<file path="src/rtl/pla_stim_pkg.sv">
// Shared types and defaults for the PLA stimulus driver / response compactor.
package pla_stim_pkg;

  typedef enum logic [1:0] {IDLE, RUN, DRAIN, DONE} state_e;

  localparam int IN_W_DEF  = 10;
  localparam int OUT_W_DEF = 12;

  localparam logic [9:0]  LFSR_POLY_DEF = 10'h240;
  localparam logic [11:0] MISR_POLY_DEF = 12'h829;

  function automatic logic [5:0] popcount(input logic [31:0] v);
    logic [5:0] c;
    c = '0;
    for (int i = 0; i < 32; i++) c = c + {5'd0, v[i]};
    return c;
  endfunction

endpackage

</file>
<file path="src/rtl/pla_stim_misr.sv">
// Multiple-input signature register folding one PLA response per enabled cycle.
module pla_stim_misr
  import pla_stim_pkg::*;
#(
  parameter int               OUT_W     = OUT_W_DEF,
  parameter logic [OUT_W-1:0] MISR_POLY = MISR_POLY_DEF
) (
  input  logic             clk,
  input  logic             rst_n,
  input  logic             i_clr,
  input  logic             i_en,
  input  logic [OUT_W-1:0] i_resp,
  output logic [OUT_W-1:0] o_sig
);

  logic [OUT_W-1:0] r_sig;
  logic [OUT_W-1:0] w_sig_nxt;

  assign w_sig_nxt = {r_sig[OUT_W-2:0], 1'b0}
                   ^ (r_sig[OUT_W-1] ? MISR_POLY : '0)
                   ^ i_resp;

  always_ff @(posedge clk or negedge rst_n) begin
    if (!rst_n)     r_sig <= '0;
    else if (i_clr) r_sig <= '0;
    else if (i_en)  r_sig <= w_sig_nxt;
  end

  assign o_sig = r_sig;

endmodule

</file>
<file path="src/rtl/pla_stim_driver.sv">
// Drives counter/LFSR vectors into a PLA and compacts its responses into a MISR
// signature; toggle counting is built only when PLA_STIM_TOGGLE_CNT_EN is defined.
module pla_stim_driver
  import pla_stim_pkg::*;
#(
  parameter int               IN_W       = IN_W_DEF,
  parameter int               OUT_W      = OUT_W_DEF,
  parameter int               SAMPLE_LAT = 0,
  parameter logic [IN_W-1:0]  LFSR_POLY  = LFSR_POLY_DEF,
  parameter logic [OUT_W-1:0] MISR_POLY  = MISR_POLY_DEF,
  parameter logic [IN_W-1:0]  LFSR_SEED  = IN_W'(1)
) (
  input  logic             clk,
  input  logic             rst_n,
  input  logic             start,
  input  logic             abort,
  input  logic             mode,
  input  logic [IN_W-1:0]  vec_count,
  output logic [IN_W-1:0]  pla_in,
  input  logic [OUT_W-1:0] pla_out,
  output logic             busy,
  output logic             done,
  output logic [OUT_W-1:0] signature,
  output logic [15:0]      toggle_count
);

  localparam logic [IN_W-1:0] SEED_EFF  = (LFSR_SEED == '0) ? IN_W'(1) : LFSR_SEED;
  localparam logic [IN_W:0]   CNT_FULL  = {1'b1, {IN_W{1'b0}}};
  localparam logic [IN_W:0]   LFSR_FULL = CNT_FULL - (IN_W+1)'(1);

  state_e              r_state, w_nstate;
  logic                r_mode;
  logic [IN_W-1:0]     r_pla_in;
  logic [IN_W:0]       r_left;       // vectors still to apply after the current one
  logic [IN_W:0]       r_cap_left;   // captures still outstanding
  logic [SAMPLE_LAT:0] r_vld_pipe;
  logic [SAMPLE_LAT:0] w_vld_nxt;
  logic [IN_W:0]       w_n;
  logic [IN_W-1:0]     w_next_vec;
  logic                w_start, w_adv, w_cap, w_last_cap;

  assign w_start    = start && (r_state == IDLE || r_state == DONE);
  assign w_adv      = (r_state == RUN) && (r_left != '0);
  assign w_cap      = r_vld_pipe[SAMPLE_LAT];
  assign w_last_cap = w_cap && (r_cap_left == (IN_W+1)'(1));

  assign w_n = (vec_count != '0) ? {1'b0, vec_count} : (mode ? LFSR_FULL : CNT_FULL);

  assign w_next_vec = r_mode ? ((r_pla_in >> 1) ^ (r_pla_in[0] ? LFSR_POLY : '0))
                             : (r_pla_in + IN_W'(1));

  // Stage 0 marks a freshly applied vector; the top stage is its capture edge.
  if (SAMPLE_LAT == 0) begin : g_lat0
    assign w_vld_nxt = w_adv;
  end else begin : g_latn
    assign w_vld_nxt = {r_vld_pipe[SAMPLE_LAT-1:0], w_adv};
  end

  always_ff @(posedge clk or negedge rst_n) begin
    if (!rst_n) r_state <= IDLE;
    else        r_state <= w_nstate;
  end

  always_comb begin
    w_nstate = r_state;
    if (abort) w_nstate = IDLE;
    else begin
      case (r_state)
        IDLE, DONE: if (start) w_nstate = RUN;
        RUN: begin
          if (w_last_cap)          w_nstate = DONE;
          else if (r_left == '0)   w_nstate = DRAIN;
        end
        DRAIN: if (w_last_cap) w_nstate = DONE;
        default: w_nstate = IDLE;
      endcase
    end
  end

  always_comb begin
    busy = (r_state == RUN) || (r_state == DRAIN);
    done = (r_state == DONE);
  end

  always_ff @(posedge clk or negedge rst_n) begin
    if (!rst_n) begin
      r_mode     <= 1'b0;
      r_pla_in   <= '0;
      r_left     <= '0;
      r_cap_left <= '0;
      r_vld_pipe <= '0;
    end else if (abort) begin
      r_vld_pipe <= '0;
    end else if (w_start) begin
      r_mode     <= mode;
      r_pla_in   <= mode ? SEED_EFF : '0;
      r_left     <= w_n - (IN_W+1)'(1);
      r_cap_left <= w_n;
      r_vld_pipe <= (SAMPLE_LAT+1)'(1);
    end else begin
      r_vld_pipe <= w_vld_nxt;
      if (w_adv) begin
        r_pla_in <= w_next_vec;
        r_left   <= r_left - (IN_W+1)'(1);
      end
      if (w_cap) r_cap_left <= r_cap_left - (IN_W+1)'(1);
    end
  end

  assign pla_in = r_pla_in;

  pla_stim_misr #(
    .OUT_W     (OUT_W),
    .MISR_POLY (MISR_POLY)
  ) u_misr (
    .clk    (clk),
    .rst_n  (rst_n),
    .i_clr  (w_start && !abort),
    .i_en   (w_cap && !abort),
    .i_resp (pla_out),
    .o_sig  (signature)
  );

`ifdef PLA_STIM_TOGGLE_CNT_EN
  logic [OUT_W-1:0] r_prev;
  logic             r_have_prev;
  logic [15:0]      r_tog;
  logic [16:0]      w_tog_sum;

  assign w_tog_sum = {1'b0, r_tog} + {11'd0, popcount(32'(r_prev ^ pla_out))};

  always_ff @(posedge clk or negedge rst_n) begin
    if (!rst_n) begin
      r_prev      <= '0;
      r_have_prev <= 1'b0;
      r_tog       <= '0;
    end else if (!abort) begin
      if (w_start) begin
        r_have_prev <= 1'b0;
        r_tog       <= '0;
      end else if (w_cap) begin
        r_prev      <= pla_out;
        r_have_prev <= 1'b1;
        if (r_have_prev) r_tog <= w_tog_sum[16] ? 16'hFFFF : w_tog_sum[15:0];
      end
    end
  end

  assign toggle_count = r_tog;
`else
  assign toggle_count = '0;
`endif

endmodule

</file>
<file path="config.mk">
export PLATFORM = sky130hd
export DESIGN_NAME = pla_stim_driver
export DESIGN_NICKNAME = d
export VERILOG_FILES = /design/src/rtl/pla_stim_pkg.sv /design/src/rtl/pla_stim_misr.sv /design/src/rtl/pla_stim_driver.sv
export SDC_FILE = /design/constraint.sdc
export NUM_CORES = 1
export LEC_CHECK = 0
export CAP_MARGIN = 25
export CORE_ASPECT_RATIO = 0.9
export CORE_MARGIN = 4
export CORE_UTILIZATION = 45
export DETAILED_ROUTE_END_ITERATION = 7
export GPL_TIMING_DRIVEN = 0
export PLACE_DENSITY = 0.72
export REMOVE_ABC_BUFFERS = 1
export SLEW_MARGIN = 20
export SYNTH_ARGS = -nofsm -noshare
export SYNTH_HDL_FRONTEND = slang
export SYNTH_HIERARCHICAL = 1
export SYNTH_SLANG_ARGS = --single-unit
export TNS_END_PERCENT = 20
</file>
<file path="constraint.sdc">
create_clock -name clk -period 6.01 [get_ports clk]
set_clock_uncertainty 0.1 [all_clocks]
set_input_delay 1.202 -clock clk [delete_from_list [all_inputs] [get_ports clk]]
set_output_delay 1.202 -clock clk [all_outputs]
set_load 0.05 [all_outputs]
</file>
==> results_dict.tcl <==
set metrics [dict create \
    path_depth 10 \
    power.total_uw 1890 \
    cts_htree_levels 2 \
    crit_family "compound AO/OA/AOI/OAI gates" \
    grt_pass1_vias 2709 \
    post_synth_mux_area_share 0.0275 \
    die_h_um 87.7 \
    outcome "complete, no violations" \
    vias 2889 \
    synth-xor-area-share 0.0460 \
    worstSetupPathType "in -> reg" \
    postSynthCellCount 365 \
    tritoncts_clock_tree "built" \
    crit_path_max_fanout 18 \
    max_freq_mhz 239 \
    placement.cell_area_um2 3660 \
    synth_enable_flop_cells 0 \
    path_cells "clkdlybuf4s50_1 > nor3b_1 > a31o_2 > o22ai_1 > ha_1 > nor4b_1 > a31oi_1 > nor2_1 > a211o_1 > nand3_1" \
    synth-seq-area-share 0.378 \
    cts_hold_buf 0 \
    total_wirelength_mm 7.89 \
    post_drt_wl_per_cell_um 15.9 \
    combinational_family_with_the_most_area_after_synthesis "compound AO/OA/AOI/OAI gates" \
    mostFrequentLayoutCells "sky130_fd_sc_hd__clkdlybuf4s50_1 (49), sky130_fd_sc_hd__dfrtp_1 (48), sky130_fd_sc_hd__nor2_1 (46), sky130_fd_sc_hd__o21ai_0 (29), sky130_fd_sc_hd__nand2_1 (19)" \
    grt_first_pass_wirelength_mm 13.1 \
    setup_violations 0 \
    crit_path_launch_type "input pin" \
    mostFrequentLayoutCell "sky130_fd_sc_hd__clkdlybuf4s50_1" \
    async_reset_ff_frac 1.00 \
    clkSlewWorstSetupHoldPaths_ps 90 \
    antenna_violations_before_repair 0 \
    cts_buffers 5 \
    report.final.slew_viol_count 0 \
    timing.setup.tns_ps 0 \
    post_cts_buffers 0 \
    proportion_of_layout_cells_with_a_drive_suffix_above_1 0.0667 \
    diode_insertion_count_for_antenna_repair 0 \
    critical-path-slowest-cell "sky130_fd_sc_hd__nor3b_1" \
    final.period_utilization 0.695 \
    drt_iter0_markers 183 \
    worst_hold_slack_ps 411 \
    insertion_delay_ps 300 \
    globalRouteTotalUtil 0.184 \
    r2r_cells 11 \
    global_route.overflow_total 0 \
    drv_cap 0 \
    hold_path_depth 2 \
    ioPinCount 67 \
    synth_seq_cells 48 \
    initial_core_utilization 0.473 \
    pre_repair_dr_iteration_count 5 \
    synthAdderAreaFrac 0.0275 \
    route.detailed.drc 0 \
    cts_sinks 48 \
    finalWorstPathRequiredPeriod_ps 4180 \
    cts.path.max_buffers 2 \
    vdd.ir_drop.worst_uv 220 \
    worst_slew_pin_slew_ps 821 \
    synth_top_flop_cell "sky130_fd_sc_hd__dfrtp_1" \
    pwr_density_cell_nw_per_um2 503 \
    die_width_um 96.6 \
    final_hold_viol_count 0 \
    synth-simple-area-share 0.210 \
    hold_path.class "reg -> reg" \
    rsz0062_at_grt "false" \
    yosysUniqueCellTypes 59 \
    gp_routability_congestion 0.888 \
    finish.net_count 438 \
    place.detailed.hpwl_mm 5.56 \
    average_size_of_a_mapped_cell_um2 8.71 \
    worstPathRequired_ps 6150 \
    synth_compound_area_frac 0.234 \
    cts_root_buffer "sky130_fd_sc_hd__clkbuf_8" \
    floorplan.rows 28 \
    grt_start_max_net_pins 49 \
    synth_warnings 6 \
    buffers_inverters_on_critical_path 1 \
    max_slew_margin 0.453 \
    areaGrowthSynthToFinish_pct 18.1 \
    detail-route-antenna-nets 0 \
    fp.dieArea_um2 8480 \
    leakagePower_uw 0.00148 \
    design.core.area_um2 6730 \
    port_buffers 50 \
    post_drt_via_cell_ratio 5.84 \
    final_area_um2 3760 \
    cp-end-kind "register" \
    post_cts.resized_instances 0 \
    mappedNetlistArea_um2 3180 \
    critPathMaxStageDelay_ps 570 \
    cp.arrival_ps 4320 \
]
-- power by group --
part | leakage [µW] | internal, µW | switching [µW]
sequential | 0.000606 | 453 | 163
clock | 0.0000510 | 92.1 | 109
combinational | 0.000826 | 405 | 666
total | 0.00148 | 951 | 938
-- area by class of cell --
cell class / count / area [µm²]
clock buffers: 6 / 82.6
clock inverters: 2 / 10.0
fillers: 638 / 2970
flip-flops and latches: 48 / 1200
inverters: 12 / 45.0
repair buffers: 51 / 509
well taps: 90 / 113
multi-input cells: 286 / 1800
-- synth_stat cells (all sizes together) (3+ instances only) --
| cell | n | area [µm²] |
|---|---|---|
| o32ai | 3 | 26.3 |
| o211ai | 3 | 22.5 |
| nand3 | 7 | 35.0 |
| dfrtp | 48 | 1200 |
| a21oi | 18 | 90.1 |
| nand2 | 19 | 71.3 |
| mux2i | 5 | 50.1 |
| nand3b | 3 | 22.5 |
| and3 | 5 | 31.3 |
| nor3 | 19 | 100 |
| a211oi | 12 | 90.1 |
| nor4 | 10 | 83.8 |
| o21ai | 30 | 150 |
| inv | 12 | 45.0 |
| and2 | 4 | 25.0 |
| nor2 | 46 | 173 |
| a22oi | 6 | 45.0 |
| o22a | 7 | 61.3 |
| a41oi | 4 | 35.0 |
| ha | 7 | 87.6 |
| xnor2 | 9 | 78.8 |
| o22ai | 7 | 43.8 |
| a31oi | 7 | 43.8 |
| buf | 23 | 156 |
| nor3b | 3 | 22.5 |
| xor2 | 5 | 43.8 |
| clkbuf | 11 | 41.3 |
| o31ai | 3 | 36.3 |
| mux2 | 3 | 37.5 |
-- cells by family (layout without fill, tap and decap cells) --
family / count (synthesis) / count (layout)
AO/OA/AOI/OAI: 111 / 111
other: 1 / 16
adder cells (fa/ha/maj): 7 / 7
XOR/XNOR: 15 / 15
AND/OR/NAND/NOR: 129 / 129
multiplexers: 8 / 8
flip-flops: 48 / 48
buffers and inverters: 46 / 71
-- worst min-delay path, cell delays in order, from the launching register on --
cell and delay [ps]:
sky130_fd_sc_hd__dfrtp_1 370, sky130_fd_sc_hd__nand2_1 60, sky130_fd_sc_hd__nand3_1 60
-- sequential cells by signal, indices dropped and copies added (netlist names) --
register / count
r_state: 2
r_mode: 1
r_cap_left: 11
u_misr/o_sig: 12
r_vld_pipe: 1
r_left: 11
pla_in: 10
-- worst paths after layout --
kind | startpoint | endpoint | slack [ps]
max | vec_count[5] | r_left[10]$_DFFE_PN0P_ | 1830
min | r_left[10]$_DFFE_PN0P_ | r_left[10]$_DFFE_PN0P_ | 410
max reg2reg | r_state[0]$_DFFE_PN0P_ | r_left[8]$_DFFE_PN0P_ | 2510
min reg2reg | r_left[10]$_DFFE_PN0P_ | r_left[10]$_DFFE_PN0P_ | 410
max in group asynchronous | rst_n | u_misr/o_sig[4]$_DFFE_PN0P_ | 4580
min in group asynchronous | rst_n | r_left[3]$_DFFE_PN0P_ | 810
-- per-stage QoR --
stage | setup WS (ps) | instances | util
final | 1830 | 495 | 0.558
after global routing | 1510 | 495 | 0.558
after CTS | 1860 | 495 | 0.558
after detailed placement | 1560 | 487 | 0.544
after global placement | 1590 | 486 | 0.543
after floorplan | 2560 | 346 | -
-- routing by layer --
layer / GRT usage / part of all wire
met1: 0.252 / 0.45
met3: 0.0350 / 0.074
met2: 0.310 / 0.47
met4: 0.0357 / 0.0079
met5: 0 / 0
(Power assumes the default switching activity.)
